$ cat src/rtl/uart_pkg.sv
// Shared UART definitions: receiver state encoding and the default baud divider.
package uart_pkg;

    // 300 MHz system clock / 115200 baud.
    localparam int BAUD_DIV_115200 = 2604;

    typedef enum logic [2:0] {
        RX_IDLE,
        RX_START,
        RX_DATA,
        RX_PARITY,
        RX_STOP,
        RX_BREAK
    } rx_state_e;

endpackage

$ cat src/rtl/sync_fifo.sv
// Single-clock show-ahead FIFO; a pop and a push in the same cycle are legal even when full.
module sync_fifo #(
    parameter int WIDTH = 8,
    parameter int DEPTH = 4
) (
    input  logic                     clk,
    input  logic                     rst,
    input  logic                     push,
    input  logic                     pop,
    input  logic [WIDTH-1:0]         wdata,
    output logic [WIDTH-1:0]         rdata,
    output logic                     full,
    output logic                     empty,
    output logic [$clog2(DEPTH):0]   count
);

    localparam int AW = $clog2(DEPTH);

    logic [WIDTH-1:0] mem [DEPTH];
    logic [AW-1:0]    wr_ptr;
    logic [AW-1:0]    rd_ptr;
    logic             do_push;
    logic             do_pop;

    assign empty   = (count == '0);
    assign full    = (count == (AW + 1)'(DEPTH));
    assign do_pop  = pop && !empty;
    // A full FIFO still accepts a word when the head leaves in the same cycle.
    assign do_push = push && (!full || do_pop);
    assign rdata   = mem[rd_ptr];

    // NOTE: sequential state uses non-blocking assignments so every flop samples pre-edge values.
    always_ff @(posedge clk or posedge rst) begin
        if (rst) begin
            wr_ptr <= '0;
            rd_ptr <= '0;
            count  <= '0;
        end else begin
            if (do_push) wr_ptr <= wr_ptr + 1'b1;
            if (do_pop)  rd_ptr <= rd_ptr + 1'b1;
            case ({do_push, do_pop})
                2'b10:   count <= count + 1'b1;
                2'b01:   count <= count - 1'b1;
                default: count <= count;
            endcase
        end
    end

    // NOTE: storage is deliberately left out of reset; count/pointers alone define validity.
    always_ff @(posedge clk) begin
        if (do_push) mem[wr_ptr] <= wdata;
    end

endmodule

$ cat src/rtl/uart_rx_fifo.sv
// UART receiver with mid-bit sampling, optional parity, break handling, sticky
// error flags and a receive FIFO that the receiver never waits on.
module uart_rx_fifo
    import uart_pkg::*;
#(
    parameter int CLK_PER_BIT = BAUD_DIV_115200,
    parameter int DATA_BITS   = 8,
    parameter int PARITY_EN   = 0,
    parameter int PARITY_ODD  = 0,
    parameter int FIFO_DEPTH  = 4
) (
    input  logic                          clk,
    input  logic                          rst,
    input  logic                          RX,
    input  logic                          rd_en,
    input  logic                          clr_err,
    output logic [DATA_BITS-1:0]          rx_data,
    output logic                          rdy,
    output logic [$clog2(FIFO_DEPTH):0]   count,
    output logic                          frm_err,
    output logic                          par_err,
    output logic                          ovr_err
);

    localparam int CW = $clog2(CLK_PER_BIT);
    localparam int BW = $clog2(DATA_BITS);

    localparam logic [CW-1:0] HALF_LOAD = CW'(CLK_PER_BIT / 2 - 1);
    localparam logic [CW-1:0] FULL_LOAD = CW'(CLK_PER_BIT - 1);
    localparam logic [BW-1:0] LAST_BIT  = BW'(DATA_BITS - 1);
    localparam logic          ODD_BIT   = (PARITY_ODD != 0);

    logic                 rx_meta;
    logic                 rx_s;

    rx_state_e            state_q, state_d;
    logic [CW-1:0]        cnt_q, cnt_d;
    logic [BW-1:0]        bit_idx_q, bit_idx_d;
    logic [DATA_BITS-1:0] shift_q, shift_d;
    logic                 par_bad_q, par_bad_d;
    logic                 push_q, push_d;
    logic                 frm_set_q, frm_set_d;
    logic                 par_set_q, par_set_d;
    logic                 tick;

    logic                 fifo_full;
    logic                 fifo_empty;
    logic                 ovr_set;

    // Line idles high, so the synchronizer resets to 1 to avoid a false start.
    always_ff @(posedge clk or posedge rst) begin
        if (rst) begin
            rx_meta <= 1'b1;
            rx_s    <= 1'b1;
        end else begin
            rx_meta <= RX;
            rx_s    <= rx_meta;
        end
    end

    assign tick = (cnt_q == '0);

    // NOTE: every combinational output gets a default first so no path infers a latch.
    always_comb begin
        state_d   = state_q;
        cnt_d     = cnt_q;
        bit_idx_d = bit_idx_q;
        shift_d   = shift_q;
        par_bad_d = par_bad_q;
        push_d    = 1'b0;
        frm_set_d = 1'b0;
        par_set_d = 1'b0;

        case (state_q)
            RX_IDLE: begin
                if (!rx_s) begin
                    state_d = RX_START;
                    cnt_d   = HALF_LOAD;
                end
            end

            RX_START: begin
                if (!tick) begin
                    cnt_d = cnt_q - 1'b1;
                end else if (!rx_s) begin
                    state_d   = RX_DATA;
                    cnt_d     = FULL_LOAD;
                    bit_idx_d = '0;
                    par_bad_d = 1'b0;
                end else begin
                    state_d = RX_IDLE;
                end
            end

            RX_DATA: begin
                if (!tick) begin
                    cnt_d = cnt_q - 1'b1;
                end else begin
                    shift_d = {rx_s, shift_q[DATA_BITS-1:1]};
                    cnt_d   = FULL_LOAD;
                    if (bit_idx_q == LAST_BIT) begin
                        state_d = (PARITY_EN != 0) ? RX_PARITY : RX_STOP;
                    end else begin
                        bit_idx_d = bit_idx_q + 1'b1;
                    end
                end
            end

            RX_PARITY: begin
                if (!tick) begin
                    cnt_d = cnt_q - 1'b1;
                end else begin
                    par_bad_d = (rx_s != ((^shift_q) ^ ODD_BIT));
                    state_d   = RX_STOP;
                    cnt_d     = FULL_LOAD;
                end
            end

            RX_STOP: begin
                if (!tick) begin
                    cnt_d = cnt_q - 1'b1;
                end else begin
                    par_set_d = par_bad_q;
                    if (rx_s) begin
                        state_d = RX_IDLE;
                        push_d  = !par_bad_q;
                    end else begin
                        frm_set_d = 1'b1;
                        state_d   = RX_BREAK;
                    end
                end
            end

            RX_BREAK: begin
                // Hold off until the line returns high so a long break yields one error only.
                if (rx_s) state_d = RX_IDLE;
            end

            default: state_d = RX_IDLE;
        endcase
    end

    always_ff @(posedge clk or posedge rst) begin
        if (rst) begin
            state_q   <= RX_IDLE;
            cnt_q     <= '0;
            bit_idx_q <= '0;
            shift_q   <= '0;
            par_bad_q <= 1'b0;
            push_q    <= 1'b0;
            frm_set_q <= 1'b0;
            par_set_q <= 1'b0;
        end else begin
            state_q   <= state_d;
            cnt_q     <= cnt_d;
            bit_idx_q <= bit_idx_d;
            shift_q   <= shift_d;
            par_bad_q <= par_bad_d;
            push_q    <= push_d;
            frm_set_q <= frm_set_d;
            par_set_q <= par_set_d;
        end
    end

    sync_fifo #(
        .WIDTH (DATA_BITS),
        .DEPTH (FIFO_DEPTH)
    ) u_fifo (
        .clk   (clk),
        .rst   (rst),
        .push  (push_q),
        .pop   (rd_en),
        .wdata (shift_q),
        .rdata (rx_data),
        .full  (fifo_full),
        .empty (fifo_empty),
        .count (count)
    );

    assign rdy     = !fifo_empty;
    assign ovr_set = push_q && fifo_full && !rd_en;

    // Set wins over clear so an error arriving with clr_err is never lost.
    always_ff @(posedge clk or posedge rst) begin
        if (rst) begin
            frm_err <= 1'b0;
            par_err <= 1'b0;
            ovr_err <= 1'b0;
        end else begin
            frm_err <= (frm_err && !clr_err) || frm_set_q;
            par_err <= (par_err && !clr_err) || par_set_q;
            ovr_err <= (ovr_err && !clr_err) || ovr_set;
        end
    end

endmodule
$ cat config.mk
export PLATFORM = sky130hd
export DESIGN_NAME = uart_rx_fifo
export DESIGN_NICKNAME = d
export VERILOG_FILES = /design/src/rtl/uart_pkg.sv /design/src/rtl/sync_fifo.sv /design/src/rtl/uart_rx_fifo.sv
export SDC_FILE = /design/constraint.sdc
export NUM_CORES = 1
export LEC_CHECK = 0
export BUFFER_PORTS_ARGS = -buffer_cell sky130_fd_sc_hd__buf_2
export CORE_ASPECT_RATIO = 0.8
export CORE_MARGIN = 3
export CORE_UTILIZATION = 55
export CTS_BUF_LIST = sky130_fd_sc_hd__clkbuf_4 sky130_fd_sc_hd__clkbuf_8
export DETAILED_ROUTE_END_ITERATION = 6
export GPL_ROUTABILITY_DRIVEN = 0
export HOLD_SLACK_MARGIN = 0.02
export PLACE_DENSITY = 0.73
export REMOVE_ABC_BUFFERS = 1
export SETUP_SLACK_MARGIN = 0.05
export SLEW_MARGIN = 0
export SYNTH_ARGS = -nofsm -noshare
export SYNTH_HDL_FRONTEND = slang
export SYNTH_HIERARCHICAL = 1
export SYNTH_SLANG_ARGS = --single-unit
$ cat constraint.sdc
create_clock -name clk -period 4.4 [get_ports clk]
set_input_delay 0.88 -clock clk [delete_from_list [all_inputs] [get_ports clk]]
set_output_delay 0.88 -clock clk [all_outputs]
set_load 0.005 [all_outputs]
Word level (Yosys, flattened, before mapping)
Memories as Yosys holds them, arrays and structs flattened.
Index checks and enable logic that the tools add are counted.
W data, S select, Z words.
{"block": "classes", "n_addsub": 6, "eq_ne": 21, "muxes": 36, "reduce_logical": 30}
{"op": "$mux W12", "n": 5}
{"op": "$pmux W12 S4", "n": 1}
{"op": "$mux W3", "n": 12}
{"op": "$ne A2 B2 Y1 const B", "n": 10}
{"op": "$pmux W3 S6", "n": 1}
{"op": "$mux W1", "n": 13}
{"op": "$eq A3 B3 Y1 const B", "n": 4}
{"op": "$logic_not A12 Y1", "n": 1}
{"op": "$pmux W3 S2", "n": 2}
{"op": "$sub A12 B1 Y12 const B", "n": 1}
{"op": "$reduce_and A4 Y1", "n": 2}
{"op": "$reduce_xor A8 Y1", "n": 1}
{"op": "$logic_and A1 B1 Y1", "n": 7}
{"op": "$reduce_and A7 Y1", "n": 1}
{"op": "$add A3 B1 Y3 const B", "n": 2}
{"op": "$eq A3 B2 Y1 const B", "n": 2}
{"op": "$logic_not A3 Y1", "n": 2}
{"op": "$reduce_bool A2 Y1", "n": 3}
{"op": "$logic_not A1 Y1", "n": 5}
{"op": "$reduce_and A5 Y1", "n": 1}
{"op": "$add A2 B1 Y2 const B", "n": 2}
{"op": "$logic_or A1 B1 Y1", "n": 4}
{"op": "$reduce_bool A4 Y1", "n": 1}
{"op": "$eq A3 B1 Y1 const B", "n": 1}
{"op": "other kinds (9)", "n": 9}
{"block": "totals", "register_bits": 42, "ramBits": 32, "in_bits": 5, "out_inout_bits": 15, "word_cells": 110, "mem_count": 1}
{"name": "u_fifo.mem", "depth": 4, "width": 8, "rd": 1, "rd_clocked_by_memory_dff": 0, "write_ports": 1, "line_no": "sync_fifo.sv:19", "text": "logic [WIDTH-1:0] mem [DEPTH];"}

Logic depth before layout (Yosys ltp)
Gate-level depths: netlist (run 1).
{"block": "depth", "ltp_word": 7, "ltp_mapped": 9, "mapped_depth_nobuf": 9}

By module
The synthesis (run 1) kept the hierarchy.
{"mod": "uart_rx_fifo", "instances": 1, "cells_each": 186, "area_each_um2": 1923.1, "seq_area_each_um2": 878.3}
{"mod": "sync_fifo", "instances": 1, "cells_each": 81, "area_each_um2": 1591.5, "seq_area_each_um2": 1136.1}

Worst setup path before layout (run 1)
Ideal clock, no wire load.
{"block": "synth_path", "path_kind": "input -> register", "from": "input port rd_en", "to": "register u_fifo.count[2]", "setup_ns": 0.079, "arrival_time_ns": 2.108, "required_time_ns": 4.321, "setup_slack_ns": 2.212, "cell_stages": 8, "n_path_buf": 0, "cell_sequence": "o21a_4 inv_1 ha_1 inv_1 fa_1 xor2_1 nor2_1 xor2_1"}
{"block": "synth_between", "elab_chain_cells": 5, "word_cells_on_any_way": 7, "cone_classes": "2 x eq/ne; 1 x mux; 4 x reduce/logical"}
{"element": "from (decl)", "line_no": "uart_rx_fifo.sv:15", "text": "input logic rd_en,"}
{"element": "$logic_and A1 B1 Y1 (*)", "line_no": "sync_fifo.sv:27", "text": "assign do_pop = pop && !empty;"}
{"element": "$logic_or A1 B1 Y1", "line_no": "sync_fifo.sv:29", "text": "assign do_push = push && (!full || do_pop);"}
{"element": "$logic_and A1 B1 Y1", "line_no": "sync_fifo.sv:29"}
{"element": "$eq A2 B1 Y1 or $eq A2 B2 Y1 (tied branches)", "line_no": "sync_fifo.sv:41", "text": "case ({do_push, do_pop})"}
{"element": "$pmux W3 S2 or $reduce_bool A2 Y1 (tied branches)"}
{"element": "to (signal assigned)", "line_no": "sync_fifo.sv:42", "text": "2'b10: count <= count + 1'b1;"}
{"element": "to (signal assigned)", "line_no": "sync_fifo.sv:43", "text": "2'b01: count <= count - 1'b1;"}
{"element": "to (signal assigned)", "line_no": "sync_fifo.sv:44", "text": "default: count <= count;"}
{"element": "to (decl)", "line_no": "sync_fifo.sv:14", "text": "output logic [$clog2(DEPTH):0] count"}
Mark *: on every way between the ends. The rest lies on a longest branch, timed or not.
A chain may end at the register's enable or synchronous reset.

Worst setup path after layout (run 1)
{"block": "layout_path", "from": "register u_fifo.rd_ptr[0]", "to": "output port rx_data[7]"}
{"block": "layout_between", "elab_chain_cells": 1}
{"element": "from (decl)", "line_no": "sync_fifo.sv:21", "text": "logic [AW-1:0] rd_ptr;"}
{"element": "from (signal assigned)", "line_no": "sync_fifo.sv:40", "text": "if (do_pop) rd_ptr <= rd_ptr + 1'b1;"}
{"element": "$mem_v2 Z4 W8"}
{"element": "to (decl)", "line_no": "uart_rx_fifo.sv:17", "text": "output logic [DATA_BITS-1:0] rx_data,"}
Every way passes these cells.

==> results of run 1 <==
[through the flow]
stage	hold slack [ps]	cells	cell area, um^2	setup WS [ps]
after floorplan	345	258	3460	2210
after global placement	345	359	3670	2050
after detailed placement	347	359	3670	2000
after CTS	358	375	3870	1710
after global routing	363	375	3870	1630
final	357	375	3870	1760
[path summary, 6_finish.rpt]
kind | start | end | cells after the start
min in group asynchronous | rst | u_fifo/count[1] | 2
setup / recovery | u_fifo/rd_ptr[0] | rx_data[7] | 2
hold / removal | rx_meta | rx_s | 0
max in group asynchronous | rst | rx_meta | 3
hold reg to reg | rx_meta | rx_s | 0
setup reg to reg | cnt_q[0] | cnt_q[1] | 7
[layout make-up]
class	instances	area (um^2)
clock buffer	9	124
clock inverter	7	81.3
fill	456	2160
inverter	20	75.1
multi-input combinational	164	1370
sequential	74	2010
tap	81	101
timing repair buffer	20	103
[logic make-up after synthesis]
kind of cell,share of synthesized area (%)
flip-flops,57.3
XOR/XNOR,3.99
multiplexers,9.15
adder cells (fa/ha/maj),3.77
buffers and inverters,3.60
AND/OR/NAND/NOR,11.1
AO/OA/AOI/OAI,11.1
[worst max-delay path, delay by kind of cell, from the launching register on]
kind,cells,cell delay [ps]
flip-flops,1,690
multiplexers,1,590
buffers and inverters,1,140
[flip-flops by register name (all words and copies together) (netlist names), 2 cells and up]
name           cells
bit_idx_q          3
u_fifo/rd_ptr      2
u_fifo/count       3
state_q            3
u_fifo/wr_ptr      2
cnt_q             12
u_fifo/mem        32
shift_q            8
[cells in the final DEF (no fill, tap or decap), types with 2 or more instances in the layout]
master	synthesis	routed
a21o_1	3	3
a21o_2	2	2
a21oi_1	11	11
a31oi_1	3	3
and2_2	4	4
buf_2	2	19
clkbuf_8	0	9
dfrtp_1	40	40
dfstp_2	2	2
edfxtp_1	32	32
ha_1	9	9
inv_1	20	20
inv_6	0	4
mux2_4	8	8
mux4_2	8	8
nand2_1	13	13
nand2b_1	3	3
nand3_1	4	4
nand4_1	2	2
nor2_1	13	13
nor3_1	4	4
nor3b_1	3	3
nor4_1	3	3
o21ai_0	13	13
o21ai_1	6	6
o2bb2ai_1	3	3
or3b_1	2	2
xnor2_1	11	11
xor2_1	5	5
[power breakdown]
part           internal, W  switching, W  leakage (nW)
clock network     0.000271      0.000260         0.101
logic            0.0000816     0.0000586         0.674
registers         0.000742     0.0000616         0.900
[layer usage]
layer	wire length (um)	vias to the layer above	GRT usage (%)
met5	0	-	0
met4	46	0	4.69
met3	322	5	4.65
met2	2730	51	26.0
met1	2920	1089	28.0
li1	-	1029	-
==> summary.md, run 1 <==
The detailed-route wire length was 6010 um. Of the post-synthesis cell area, the dominant cell type holds 28.5%. The first detailed-routing pass took 4 iterations.

TritonCTS built the clock tree. The worst setup slack for register-to-register paths was 1990 ps; the post-synthesis to final-layout area growth was 10.2%. STA classifies the critical path startpoint as a flop. The post-DP HPWL is 4250 um. The count of antenna diodes in the layout was 0. Across the routed clock network, the largest skew measured is 7.52 ps. The wire length per cell came out at 16.0 um. After global routing the overflow that remains totals 0. The die is 95.4 um wide.

Pin placement for this block handled 20 I/O pins. The commonest cells after synthesis are 40 x dfrtp_1, 32 x edfxtp_1, 20 x inv_1. Counting flops with a built-in enable in the synthesized netlist gives 32. The number of flip-flops and latches in the synthesized netlist is 74, and the peak supply drop is 0.000228 V. Dividing total power by cell area gives a power density of 381 mW/mm^2. The tools report the number of pins exceeding their max-slew limit in the final report as 0. The worst-case clock buffer depth came out at 2. For this run, the total global-route usage over all layers was measured as 18.3%.

Cell chosen for the clock root: clkbuf_8. STA puts the critical path data required time at 3520 ps. The number of synthesis warnings is 6, and the number of clock buffers inserted by TritonCTS is 9.

The number of buffers inserted by port buffering was 19; the measured slew at the worst slew-check pin was 882 ps. In the post-synthesis netlist, the cell with the most instances is dfrtp_1. The cell count after synthesis came out at 267. Traced cell by cell, the critical path runs through mux4_2 > buf_2.

The final critical-path share of the clock period works out to 60.1%. For this configuration, the core starts out at a cell density of 58.2%. The analysis attributes to cell leakage a power of 1.67 nW.

The cell type with the largest total area after synthesis is dfrtp_1. The synthesized area is 0.00351 mm^2. Endpoint kind of the worst setup timing path: a primary output. The number of hold buffers added after CTS was 0.

The floorplan has 25 rows. The detail route stage leaves a number of antenna-violating nets equal to 0. The dominant register cell in the synthesized netlist was dfrtp_1.

Data on the critical path arrives at its endpoint at 1760 ps. For this run, the top clock speed supported by timing is 0.378 GHz. The initial antenna violation count is 0, and the routed via count is 2174. The final number of hold-violating endpoints is 0, and the height of the die is 77.5 um. The DRC marker count from the first detailed-route iteration came out at 205.

The final layout contains 304 nets. Wire length of the first global-routing pass: 10300 um. The flow ran to the end, and the final reports show no timing, DRC or antenna violations. For the via count of the first global-routing pass, the log shows 2009. Clock-pin slew was measured on the worst setup and hold paths at 80 ps.

Setup repair after global routing left no endpoint under its margin. The run gives 0 as the number of max-capacitance violations reported. The smallest clock period supported by the final layout is computed as 2640 ps. In the synthesized netlist the async set-or-reset flop fraction comes to 56.8%. For this design, the slowest cell found on the critical path is dfrtp_1. The clock net in this run drives a total of 74 sinks. After detailed routing, the number of remaining DRC violations is 0. Setup violations remaining at the end of the flow were counted as 0. In this run, post-CTS repair resized a total of 0 instances. For the end-of-flow core utilization, the log shows 64.1%.

The power consumption is 0.00147 W. The critical path is of the flop to primary output type. Area of the placeable core: 0.00604 mm^2. In this run the worst path has a maximum fanout of 10.

The part of the Yosys area used for sequential elements is 57.3%, and the pin count of the biggest net entering global routing is 36. The worst pin sits at a relative slew slack of 41.1%. The die outline area came out at 0.00739 mm^2. In this design, the stage delay of the slowest critical-path cell is 690 ps. Cells with a size suffix above 1 make up 23.8% of the layout. After clock tree synthesis, the setup repair step added 0 buffers. For the total negative slack, the log shows 0 ps. Synthesis instantiated 61 different standard cells from the library.

For the depth of the CTS H-tree, the log shows 3. After synthesis, the cell types taking the most area are dfrtp_1 28%, edfxtp_1 27%, mux4_2 5.1%, mux2_4 3.4%, ha_1 3.2%. Dividing the detail-routed via count by the number of cells gives 5.80. The class of the tightest hold or removal check was flop to flop. The average instance area after synthesis is 13.2 um^2, and the insertion delay to the later sink of the worst-skew pair is 330 ps.
Note: power is estimated with default switching activity, not from simulation.
==> run 2: changes to the inputs <==
--- a/config.mk
+++ b/config.mk
@@ -5,6 +5,7 @@
 export SDC_FILE = /design/constraint.sdc
 export NUM_CORES = 1
 export LEC_CHECK = 0
+export ABC_AREA = 1
 export BUFFER_PORTS_ARGS = -buffer_cell sky130_fd_sc_hd__buf_2
 export CORE_ASPECT_RATIO = 0.8
 export CORE_MARGIN = 3
==> constraint.sdc (replaced) <==
create_clock -name clk -period 2.8 [get_ports clk]
set_input_delay 0.56 -clock clk [delete_from_list [all_inputs] [get_ports clk]]
set_output_delay 0.56 -clock clk [all_outputs]
set_load 0.005 [all_outputs]
==> run 2 against run 1 <==
Clock power is 63% higher. Cell count is 47% higher. Die area is 5.8% higher. Synthesized cell count is 62% higher. Largest power group unchanged. Wire length is 12% higher. Global-route usage is 1.3 points higher. Critical endpoint is now rx_data[5]. Via count is 26% higher. Clock-buffer cell count stayed put.
==> summary.md, run 2 <==
The fraction of layout cells with a size suffix above 1 is 14.8% (-9.0 points). Dividing the final minimum period by the clock period gives 80.5%. The area of placed instances was 0.00391 mm^2 (+6.7%); the buffers plus inverters on the worst setup path was 2 (+1). The mux share of post-synthesis cell area was 0% (-9.1 points); the pin count of the biggest net entering global routing was 36 (unchanged). The run gives 0.00647 mm^2 (+7.2%) as the area of the placeable core.

The slowest stage of the critical path belongs to the cell dfrtp_1. The post-synthesis instance total came out at 432 (+62%). The tools report the number of I/O pins as 20 (unchanged).

By area the synthesized netlist is led by dfrtp_1 27%, edfxtp_1 26%, nand2_1 12%, nor2_1 5.5%, inv_1 5.4%. The count of antenna diodes in the layout was 0 (unchanged); the measured slew at the worst slew-check pin was 804 ps (-77.9 ps). The flow ran to the end, and the final reports show no timing, DRC or antenna violations. The initial antenna violation count is 0 (unchanged), and the detailed-route wire length is 6760 um (+12%). Number of cells in the finished layout apart from fillers: 550 (+47%). The worst-case clock buffer depth was 2 (unchanged). Walking the worst path, the cells encountered are inv_6 > o21ai_0 > o21ai_1 > buf_2.

The number of flip-flops and latches in the synthesized netlist works out to 74 (unchanged). The total negative slack was 0 ps (unchanged); the number of clock buffers inserted by TritonCTS was 9 (unchanged). The DRC marker count from the first detailed-route iteration is 144 (-30%), and the detailed-router iteration count before antenna repair is 4 (unchanged).

For the count of antenna-violating nets left after detailed routing, the log shows 0 (unchanged). The largest family of logic cells by synthesized area is simple AND/OR/NAND/NOR gates. The biggest area contributor in the post-synthesis netlist is dfrtp_1. The quantity of gates resized following cts came out at 0 (unchanged). The wire length of the first global-routing pass was 12100 um (+17%).

The average vias per placed instance was 4.99 (-14%). Top cell type's share of synthesized area: 26.8% (-1.7 points). The arrival time at the worst endpoint was 1690 ps (-70 ps); the arithmetic-cell share of the synthesized area counting full adders, half adders and majority gates was 3.55% (-0.22 points).

The logs give 19.6% (+1.3 points) for the global-route usage over all layers and 0.00156 W (+42%) for the internal power component. The power per cell area is 490 mW/mm^2 (+29%), and the average instance area after synthesis is 8.64 um^2 (-34%). The height of the die was 79.7 um (+2.8%).

The run gives 4680 um (+10%) as the post-DP HPWL. Post-route standard cell area excluding fillers: 0.00412 mm^2 (+6.4%). The largest registers in the layout are u_fifo/mem x32, cnt_q x12, shift_q x8.

The net switching power of the design was 0.000459 W (+21%); the number of max-capacitance violations reported was 0 (unchanged). The run gives 54.0% (-3.3 points) as the part of the Yosys area used for sequential elements. Yosys instantiated no cell more often than nand2_1. The power share of the clock group was 42.9% (+6.9 points).

The library cell used most frequently in the layout, excluding fill and tap cells, is nand2_1. The synthesized area was 0.00373 mm^2 (+6.2%); the synthesized-area fraction occupied by ao, oa, aoi and oai cells was 7.44% (-3.7 points). The post-synthesis xor/xnor area fraction was 1.64% (-2.3 points); the fraction of power spent switching nets was 22.8% (-3.0 points). The number of buffers inserted for hold repair after clock tree synthesis was 0 (unchanged).

The fraction of synthesis flops using an asynchronous set or reset pin came out at 56.8% (unchanged). The total setup buffers inserted after CTS came out at 0 (unchanged). The number of core rows is 26 (+4.0%), and the post-synthesis to final-layout area growth is 10.4%.

The detailed-route DRC error count was 0 (unchanged). The wire length per cell was 12.3 um (-23%). The top cell types in the final layout, fill and taps aside, are 115 x nand2_1, 55 x nor2_1, 54 x inv_1, 40 x dfrtp_1, 32 x edfxtp_1. The clock input transition at the sequential cells of the worst setup and hold paths is 90 ps (about the same), and the total instance count after detailed placement is 534 (+49%). Number of pins exceeding their max-slew limit in the final report: 0 (unchanged). The number of buffers inserted by port buffering came out at 19 (unchanged).

Among all flip-flop cells after synthesis, the most frequent one is dfrtp_1. Setup repair after global routing left no endpoint under its margin. Die outline area: 0.00782 mm^2 (+5.8%).

The logs give 0.000278 V (+22%) for the peak supply drop and 350 ps (+20 ps) for the insertion delay to the later sink of the worst-skew pair. For the part of the power in registers, the log shows 55.9% (+1.4 points). The critical path launch point type is a flop. The post-synthesis cell type count came out at 31 (-49%). The leakage power figure is 1.95 nW (+17%).

The largest incremental delay on the critical path was 790 ps (+100 ps). TritonCTS built the clock tree. On the critical path the largest part of the delay comes from flip-flops. The maximum clock rate was 0.443 GHz; the maximum fanout count along the critical path was 19 (+9). The tightest min-delay check is of the input pin to async pin type.

The commonest cells after synthesis are 115 x nand2_1, 55 x nor2_1, 54 x inv_1, 40 x dfrtp_1, 32 x edfxtp_1. More flip-flops sit in one register than any other, and that register is u_fifo/mem. The number of nets in the final layout is 476 (+57%), and the number of synthesized flops with an enable pin is 32 (unchanged). Category of the most critical setup path: flop to primary output.

The headroom to the max-slew limit came out at 46.2% (+5.1 points). Endpoint kind of the worst setup timing path: a primary output. The number of synthesis warnings is 6 (unchanged), and the worst-case clock skew is 8.53 ps (+1.01 ps).

The flip-flop count of the largest register, all copies and words added was 32 (unchanged); the final number of hold-violating endpoints was 0 (unchanged). The depth of the CTS H-tree was 3 (unchanged); the final-report setup violation count was 0 (unchanged). The routed via count was 2747 (+26%); the data required time of the worst path was 2240 ps (-1280 ps). For the remaining global-route overflow, the log shows 0 (unchanged). The tools report the share of power burned in combinational logic as 1.2% (-8.3 points). For the power consumption, the log shows 0.00202 W (+37%). The die outline width is 98.1 um (+2.9%). The via count of the first global-routing pass was 2597 (+29%); the final critical-path required period was 2250 ps.

The logs give 57.7% (-0.56 points) for the initial standard-cell utilization of the core and 74 (unchanged) for the number of clock sinks. Clock tree synthesis selected as its root buffer the cell clkbuf_8. The simple-gate share of the synthesized area is 25.6% (+15 points).
## run 2: power by group through the flow
stage / registers, W / clock network [W] / logic (W)
floorplan: 0.00115 / 0 / 0.0000142
global placement: 0.00115 / 0 / 0.0000239
detailed placement: 0.00115 / 0 / 0.0000245
CTS: 0.00113 / 0.000889 / 0.0000245
global route: 0.00113 / 0.000947 / 0.0000280
finish: 0.00113 / 0.000866 / 0.0000233
## run 2: kinds of logic after synthesis
kind of cell | Yosys count
AND/OR/NAND/NOR | 221
flip-flops | 74
buffers and inverters | 67
AO/OA/AOI/OAI | 53
adder cells (fa/ha/maj) | 10
XOR/XNOR | 7
## run 2: cell type report
class,instances,area [um^2]
inverter,62,240
fill,541,2350
timing repair buffer,23,125
multi-input combinational,291,1430
clock buffer,9,124
tap,84,105
sequential,74,2010
clock inverter,7,82.6
## run 2: metrics by stage
stage | hold slack (ps) | worst slack, ps | util (%)
global placement | 347 | 853 | 60.4
detailed placement | 347 | 756 | 60.4
CTS | 128 | 505 | 63.6
floorplan | 345 | 1050 | -
global route | 140 | 346 | 63.6
finish | 142 | 545 | 63.6
## run 2: path summary, 6_finish.rpt
| check | start | to | depth (start not counted) | slack (ps) |
|---|---|---|---|---|
| setup reg to reg | u_fifo/count[0] | u_fifo/count[2] | 10 | 890 |
| hold reg to reg | rx_meta | rx_s | 0 | 360 |
| hold / removal | rst | u_fifo/count[0] | 2 | 140 |
| min in group clk | RX | rx_meta | 1 | 310 |
| max in group asynchronous | rst | rx_s | 3 | 2150 |
| setup / recovery | u_fifo/rd_ptr[0] | rx_data[5] | 4 | 550 |
## run 2: routing by layer
layer  share of wire, %  vias to the layer above  GRT usage, %  wire length, um
met5                  0                        -             0                0
met4                1.2                        0          4.84               82
met3                4.0                       10          5.85              272
met2                 49                       47          34.0             3320
met1                 46                     1247          24.1             3080
li1                   -                     1443             -                -
## run 2: worst register-to-register path: cells and delay by family, from the launching register on
family / cells / cell delay, ps
adders and majority gates: 2 / 580
and+or+nand+nor: 7 / 700
buffers and inverters: 1 / 80
DFF: 1 / 440
